--- src/rtl/sdp_pkg.sv ---
// Shared definitions for the serial-link reply framer and its checksum helper.
package sdp_pkg;

  localparam logic [7:0] MARKER_SLAVE = 8'hA5;

  localparam int unsigned STAT_ERR     = 0;
  localparam int unsigned STAT_SREQ    = 1;
  localparam int unsigned STAT_BUSY    = 2;
  localparam int unsigned STAT_LEN_ERR = 3;
  localparam int unsigned STAT_DPS     = 4;
  localparam int unsigned STAT_CH_LSB  = 5;

  typedef enum logic [2:0] {
    S_IDLE    = 3'd0,
    S_HDR     = 3'd1,
    S_PAYLOAD = 3'd2,
    S_CSUM    = 3'd3,
    S_END     = 3'd4
  } state_e;

endpackage

--- src/rtl/sdp_csum8.sv ---
// 8-bit wrapping byte-sum accumulator; shared by the framer and the encoder-side checker.
module sdp_csum8 (
  input  logic       clk,
  input  logic       n_rst,
  input  logic       i_clr,
  input  logic       i_en,
  input  logic [7:0] i_byte,
  output logic [7:0] o_sum
);

  logic [7:0] r_sum;

  always_ff @(posedge clk or negedge n_rst) begin
    if (!n_rst) begin
      r_sum <= '0;
    end else if (i_clr) begin
      r_sum <= '0;
    end else if (i_en) begin
      r_sum <= r_sum + i_byte;
    end
  end

  assign o_sum = r_sum;

endmodule

--- src/rtl/sdp_tx_framer.sv ---
// Slave-side reply framer: marker, status, N1, N2, optional channel payload, optional checksum.
module sdp_tx_framer
  import sdp_pkg::*;
#(
  parameter int unsigned NUM_CH  = 2,
  parameter int unsigned LEN_W   = 11,
  parameter int unsigned MAX_LEN = 1024,
  parameter int unsigned CSUM_EN = 1,
  localparam int unsigned CH_W   = (NUM_CH > 1) ? $clog2(NUM_CH) : 1
) (
  input  logic                clk,
  input  logic                n_rst,
  input  logic                s_req,
  input  logic                d_req,
  input  logic [CH_W-1:0]     req_ch,
  input  logic [LEN_W-1:0]    d_len,
  input  logic                rx_err,
  input  logic                sd_busy,
  input  logic                has_next_dp,
  input  logic [NUM_CH-1:0]   ch_tx_rdy,
  input  logic [8*NUM_CH-1:0] ch_d,
  input  logic [NUM_CH-1:0]   ch_vld,
  output logic [NUM_CH-1:0]   ch_rd,
  output logic [7:0]          q,
  output logic                q_vld,
  input  logic                q_rdy,
  output logic                active,
  output logic                msg_end
);

  state_e            r_state;
  state_e            w_next;
  state_e            w_tail;
  logic [1:0]        r_idx;
  logic [CH_W-1:0]   r_ch;
  logic [LEN_W-1:0]  r_len;
  logic [LEN_W-1:0]  r_cnt;
  logic [7:0]        r_status;

  logic              w_req;
  logic              w_len_err;
  logic [LEN_W-1:0]  w_len_cap;
  logic [NUM_CH-1:0] w_tx_rdy_sh;
  logic [7:0]        w_status;
  logic [15:0]       w_len16;
  logic [7:0]        w_src_byte;
  logic              w_src_vld;
  logic [NUM_CH-1:0] w_onehot;
  logic              w_xfer;
  logic              w_sum_en;
  logic              w_sum_clr;
  logic [7:0]        w_sum;

  assign w_req       = s_req | d_req;
  assign w_len_err   = d_req & ((d_len == '0) | (d_len > LEN_W'(MAX_LEN)));
  assign w_len_cap   = (d_req && !w_len_err) ? d_len : '0;
  assign w_tx_rdy_sh = ch_tx_rdy >> req_ch;
  assign w_len16     = 16'(r_len);
  assign w_onehot    = NUM_CH'(1) << r_ch;
  assign w_xfer      = q_vld & q_rdy;
  assign w_sum_clr   = (r_state == S_IDLE) & w_req;
  assign w_tail      = (CSUM_EN != 0) ? S_CSUM : S_END;

  // Status byte as seen at request time; frozen into r_status for the frame.
  always_comb begin
    w_status                          = '0;
    w_status[STAT_ERR]                = rx_err;
    w_status[STAT_SREQ]               = ~rx_err & ~sd_busy & (d_req ? has_next_dp : w_tx_rdy_sh[0]);
    w_status[STAT_BUSY]               = sd_busy;
    w_status[STAT_LEN_ERR]            = w_len_err;
    w_status[STAT_DPS]                = ~rx_err & d_req & ~w_len_err;
    w_status[7:STAT_CH_LSB]           = 3'(req_ch);
  end

  // Payload source mux; out-of-range channels read as never valid.
  always_comb begin
    w_src_byte = '0;
    w_src_vld  = 1'b0;
    for (int unsigned k = 0; k < NUM_CH; k++) begin
      if (r_ch == CH_W'(k)) begin
        w_src_byte = ch_d[8*k +: 8];
        w_src_vld  = ch_vld[k];
      end
    end
  end

  always_ff @(posedge clk or negedge n_rst) begin
    if (!n_rst) begin
      r_state <= S_IDLE;
    end else begin
      r_state <= w_next;
    end
  end

  always_comb begin
    w_next   = r_state;
    q        = '0;
    q_vld    = 1'b0;
    ch_rd    = '0;
    active   = (r_state != S_IDLE);
    msg_end  = 1'b0;
    w_sum_en = 1'b0;
    case (r_state)
      S_IDLE: begin
        if (w_req) w_next = S_HDR;
      end
      S_HDR: begin
        q_vld = 1'b1;
        case (r_idx)
          2'd0:    q = MARKER_SLAVE;
          2'd1:    q = r_status;
          2'd2:    q = w_len16[15:8];
          default: q = w_len16[7:0];
        endcase
        if (q_rdy) begin
          w_sum_en = (r_idx != 2'd0);
          if (r_idx == 2'd3) w_next = (r_len != '0) ? S_PAYLOAD : w_tail;
        end
      end
      S_PAYLOAD: begin
        q_vld = w_src_vld;
        q     = w_src_vld ? w_src_byte : 8'd0;
        if (w_src_vld && q_rdy) begin
          ch_rd    = w_onehot;
          w_sum_en = 1'b1;
          if (r_cnt == LEN_W'(1)) w_next = w_tail;
        end
      end
      S_CSUM: begin
        q_vld = 1'b1;
        q     = w_sum;
        if (q_rdy) w_next = S_END;
      end
      S_END: begin
        msg_end = 1'b1;
        w_next  = S_IDLE;
      end
      default: w_next = S_IDLE;
    endcase
  end

  // Frame context, header index and payload down-counter.
  always_ff @(posedge clk or negedge n_rst) begin
    if (!n_rst) begin
      r_ch     <= '0;
      r_len    <= '0;
      r_cnt    <= '0;
      r_status <= '0;
      r_idx    <= '0;
    end else begin
      if (w_sum_clr) begin
        r_ch     <= req_ch;
        r_len    <= w_len_cap;
        r_cnt    <= w_len_cap;
        r_status <= w_status;
        r_idx    <= '0;
      end
      if ((r_state == S_HDR) && w_xfer) r_idx <= r_idx + 2'd1;
      if ((r_state == S_PAYLOAD) && w_xfer) r_cnt <= r_cnt - LEN_W'(1);
    end
  end

  sdp_csum8 u_csum (
    .clk    (clk),
    .n_rst  (n_rst),
    .i_clr  (w_sum_clr),
    .i_en   (w_sum_en),
    .i_byte (q),
    .o_sum  (w_sum)
  );

endmodule

--- config.mk ---
export PLATFORM = sky130hd
export DESIGN_NAME = sdp_tx_framer
export DESIGN_NICKNAME = d
export VERILOG_FILES = /design/src/rtl/sdp_pkg.sv /design/src/rtl/sdp_csum8.sv /design/src/rtl/sdp_tx_framer.sv
export SDC_FILE = /design/constraint.sdc
export NUM_CORES = 1
export LEC_CHECK = 0
export ABC_AREA = 1
export BUFFER_PORTS_ARGS = -buffer_cell sky130_fd_sc_hd__buf_2
export CAP_MARGIN = 20
export CORE_AREA = 2 2 66 83
export DETAILED_ROUTE_END_ITERATION = 8
export DIE_AREA = 0 0 68 85
export PLACE_DENSITY = 0.87
export SYNTH_ARGS = -nofsm -noshare
export SYNTH_HDL_FRONTEND = slang
export SYNTH_SLANG_ARGS = --single-unit
--- constraint.sdc ---
create_clock -name clk -period 6.7 [get_ports clk]
set_input_delay 1.34 -clock clk [delete_from_list [all_inputs] [get_ports clk]]
set_output_delay 1.34 -clock clk [all_outputs]
set_load 0.02 [all_outputs]
==> results by group <==
Status
  • Status: finished, final reports clean

Critical path
  • RR Startpoint: r_ch
  • CP Buf/Inv Count: 3
  • CP delay by family, top: simple AND/OR/NAND/NOR gates
  • Worst Setup SP: ch_vld[1]
  • CP required: 5.36 ns
  • Critical path class: input pin to primary output
  • Depth of the most critical reg-to-reg path: 12
  • Largest fanout on the critical path: 11
  • Critical path's largest stage delay: 0.41 ns
  • R2R setup slack: 3.58 ns
  • Crit-path cells: buf_2 > nand2_1 > nand2_1 > nand2_1 > nor2_2 > inv_1 > nor2_1 > buf_2
  • Crit path arrival time: 2.74 ns
  • FF-to-FF End: u_csum.o_sum[7]
  • Startpoint Class: input pin
  • Cell mode on critical path: nand2_1
  • Worst Setup End Kind: primary output
  • Slowest CP cell: nor2_2

Clock network
  • CTS tree: done
  • CTS Root Cell: clkbuf_8
  • Number of post-CTS setup repair buffers: 0
  • Reg clk slew, reported paths: 0.08 ns
  • H-Tree Level Count: 2
  • Clk sinks: 41
  • CTS Hold Bufs: 0
  • Maximum clock insertion buffer count: 2
  • Worst-skew pair later-pin latency: 0.30 ns
  • Post-CTS sizing: 0
  • CTS Buf Count: 5

Final layout
  • Layout area overhead: 13.7%
  • N_diodes: 0
  • Share of layout cells above drive strength 1: 16.6%
  • Area of the multi-input gates: 0.00166 mm2
  • Fin nets: 522
  • # fillers: 435
  • Register area: 0.00103 mm2

Power
  • Max VDD drop: 208 uV
  • PwrDens: 451 mW/mm2
  • Static Leakage: 1.76 nW

STA
  • Max-slew violations: 0
  • Fin crit period: 4.08 ns
  • Finish-stage setup viols: 0
  • Clock skew: 0.0110 ns
  • Tcrit/Tclk final: 60.9%
  • Final Hold Fails: 0
  • Unrepaired setup endpoints after global routing: false
  • Fmax: 245 MHz
  • Worst slew margin: 37.4%
  • Worst-margin pin slew: 0.939 ns
  • Worst setup margin: 2.62 ns
  • Setup tns final: 0 ns

Floorplan
  • DIE AREA: 0.00578 mm2
  • Die X: 68 um
  • Initial Utilization: 58.5%
  • Core Region: 0.00501 mm2
  • # rows: 29
  • Die Ht: 85 um
  • Io pins: 53

Logic synthesis
  • Top_reg_cell synth: dfrtp_1
  • Syn Inst Count: 416
  • Post-Syn Area: 0.00293 mm2
  • Distinct cells, synth: 36
  • Synth Register Bits: 41
  • Number of synthesized flops with an enable pin: 0
  • Yosys warns: 0
  • Synth area leaders: dfrtp_1 35%, nand2_1 15%, nand3_1 6.8%
  • Top post-synthesis cells by count: 121 x nand2_1, 46 x inv_1, 42 x nor2_1
  • Top cell type's share of synthesized area: 35.0%
  • Avg Synthesized Cell Area: 7.05 um2
  • Async set-reset flop share out of synthesis: 100%
  • Synth Net Count: 470
  • Most frequent cell after synthesis: nand2_1
  • Leading area contributor after synthesis: dfrtp_1
  • Sequential area share after synthesis: 35.0%

Placed design
  • Buffers on Ports: 52
  • DP Worst Slack: 2.61 ns
  • Routability-driven placement congestion ratio: 0.902
  • Dpl hpwl: 5.81 mm

Worst hold path
  • Hold EP: r_status[4]
  • Class of the worst hold path: flop to flop
  • Worst hold stages: 2
  • Hold Path Origin: r_status[4]

Drt
  • Post-DR wirelength/cell: 14.4 um
  • Total wire length: 7.66 mm
  • Drt initial violations: 267
  • Remaining antenna violation count: 0
  • DRC: 0
  • Drt pass-1 iters: 5
  • Vias/cell: 5.73
  • Via count: 3042

Job
  • Max-cap violation count: 0

GRT
  • Initial antenna violation count: 0
  • Largest net degree at the start of global routing: 42
  • Vias in the first global route: 2862
  • GRT Util Overall: 29.2%
  • First-pass GRT wire length: 12.9 mm
  • Total congestion overflow: 0
## stage by stage
| step | power (W) | cell area (um2) | hold WS [ns] | util [%] | cells |
|---|---|---|---|---|---|
| floorplan | 0.00106 | 2930 | 0.452 | - | 416 |
| global placement | 0.00124 | 3210 | 0.477 | 64.2 | 523 |
| detailed placement | 0.00127 | 3210 | 0.485 | 64.2 | 523 |
| CTS | 0.00149 | 3330 | 0.506 | 66.6 | 531 |
| global route | 0.00163 | 3330 | 0.539 | 66.6 | 531 |
| finish | 0.00151 | 3330 | 0.500 | 66.6 | 531 |
## report_power, final
group	internal (W)	switching, W	total (W)
Clock	0.000121	0.0000944	0.000216
Combinational	0.000281	0.000554	0.000836
Sequential	0.000352	0.000102	0.000454
Total	0.000754	0.000751	0.00151
## worst register-to-register path, cell delays in order (launching register included)
cell and delay (ns):
dfrtp_1 0.51, inv_1 0.37, nand2_1 0.10, nand2_1 0.12, nand2_1 0.16, o311ai_0 0.53
ha_1 0.39, a21oi_1 0.21, nand2_1 0.14, a21oi_1 0.22, nand3_1 0.11, nand3_1 0.10
nand2_1 0.05
## layout make-up
| type | count | share of cell area [%] |
|---|---|---|
| multi-input combinational | 318 | 49.7 |
| sequential | 41 | 30.8 |
| timing repair buffer | 52 | 7.80 |
| inverter | 50 | 5.78 |
| clock buffer | 6 | 2.48 |
| tap | 62 | 2.33 |
| clock inverter | 2 | 1.13 |
## how the worst max path moves through the flow
| stage | end | slack [ns] | cells past startpoint |
|---|---|---|---|
| final | ch_rd[1] | 2.62 | 8 |
| after global routing | ch_rd[0] | 2.38 | 8 |
| after CTS | q[1] | 2.60 | 6 |
| after detailed placement | q[1] | 2.61 | 6 |
| after global placement | q[1] | 2.68 | 6 |
| after floorplan | q[1] | 2.61 | 4 |
## flip-flops by register name (all words and copies together) (netlist names)
register and count:
r_cnt 11, r_len 11, u_csum.o_sum 8, r_status 5, r_state 3, r_idx 2, r_ch 1
## cell usage in the layout, fill, tap and decap left out, types with 2 or more instances in the layout
cell,synthesis,layout
nand2_1,121,121
buf_2,3,52
inv_1,46,46
nor2_1,42,42
dfrtp_1,41,41
nand3_1,40,40
o21ai_0,24,24
a21oi_1,15,15
ha_1,13,13
nand4_1,9,9
o211ai_1,8,8
clkbuf_8,1,6
nor3_1,5,5
xor2_1,5,5
or2_2,4,4
o22ai_1,4,4
o21a_1,4,4
nor2_4,3,3
inv_2,3,3
o311ai_0,3,3
nand2_4,2,2
nor2_2,2,2
nand3b_1,2,2
o21ai_1,2,2
or2_1,2,2
## logic make-up (layout without fill, tap and decap cells)
logic type	count (synthesis)	count (layout)	share of synthesized area, %
AO/OA/AOI/OAI	65	65	13.7
XOR/XNOR	6	6	1.79
adder cells (fa/ha/maj)	14	14	6.23
buffers and inverters	57	110	8.45
flip-flops	41	41	35.0
AND/OR/NAND/NOR	233	233	34.8
## layer usage
metal  global-route usage (%)  vias to the layer above  wire (um)  share of wire [%]
li1                         -                     1481          -                  -
met1                     35.4                     1415       3120                 41
met2                     48.9                      121       3790                 49
met3                     6.63                       25        495                6.5
met4                     12.0                        0        256                3.3
met5                        0                        -          0                  0
No activity file was read; power rests on OpenSTA's default activity.
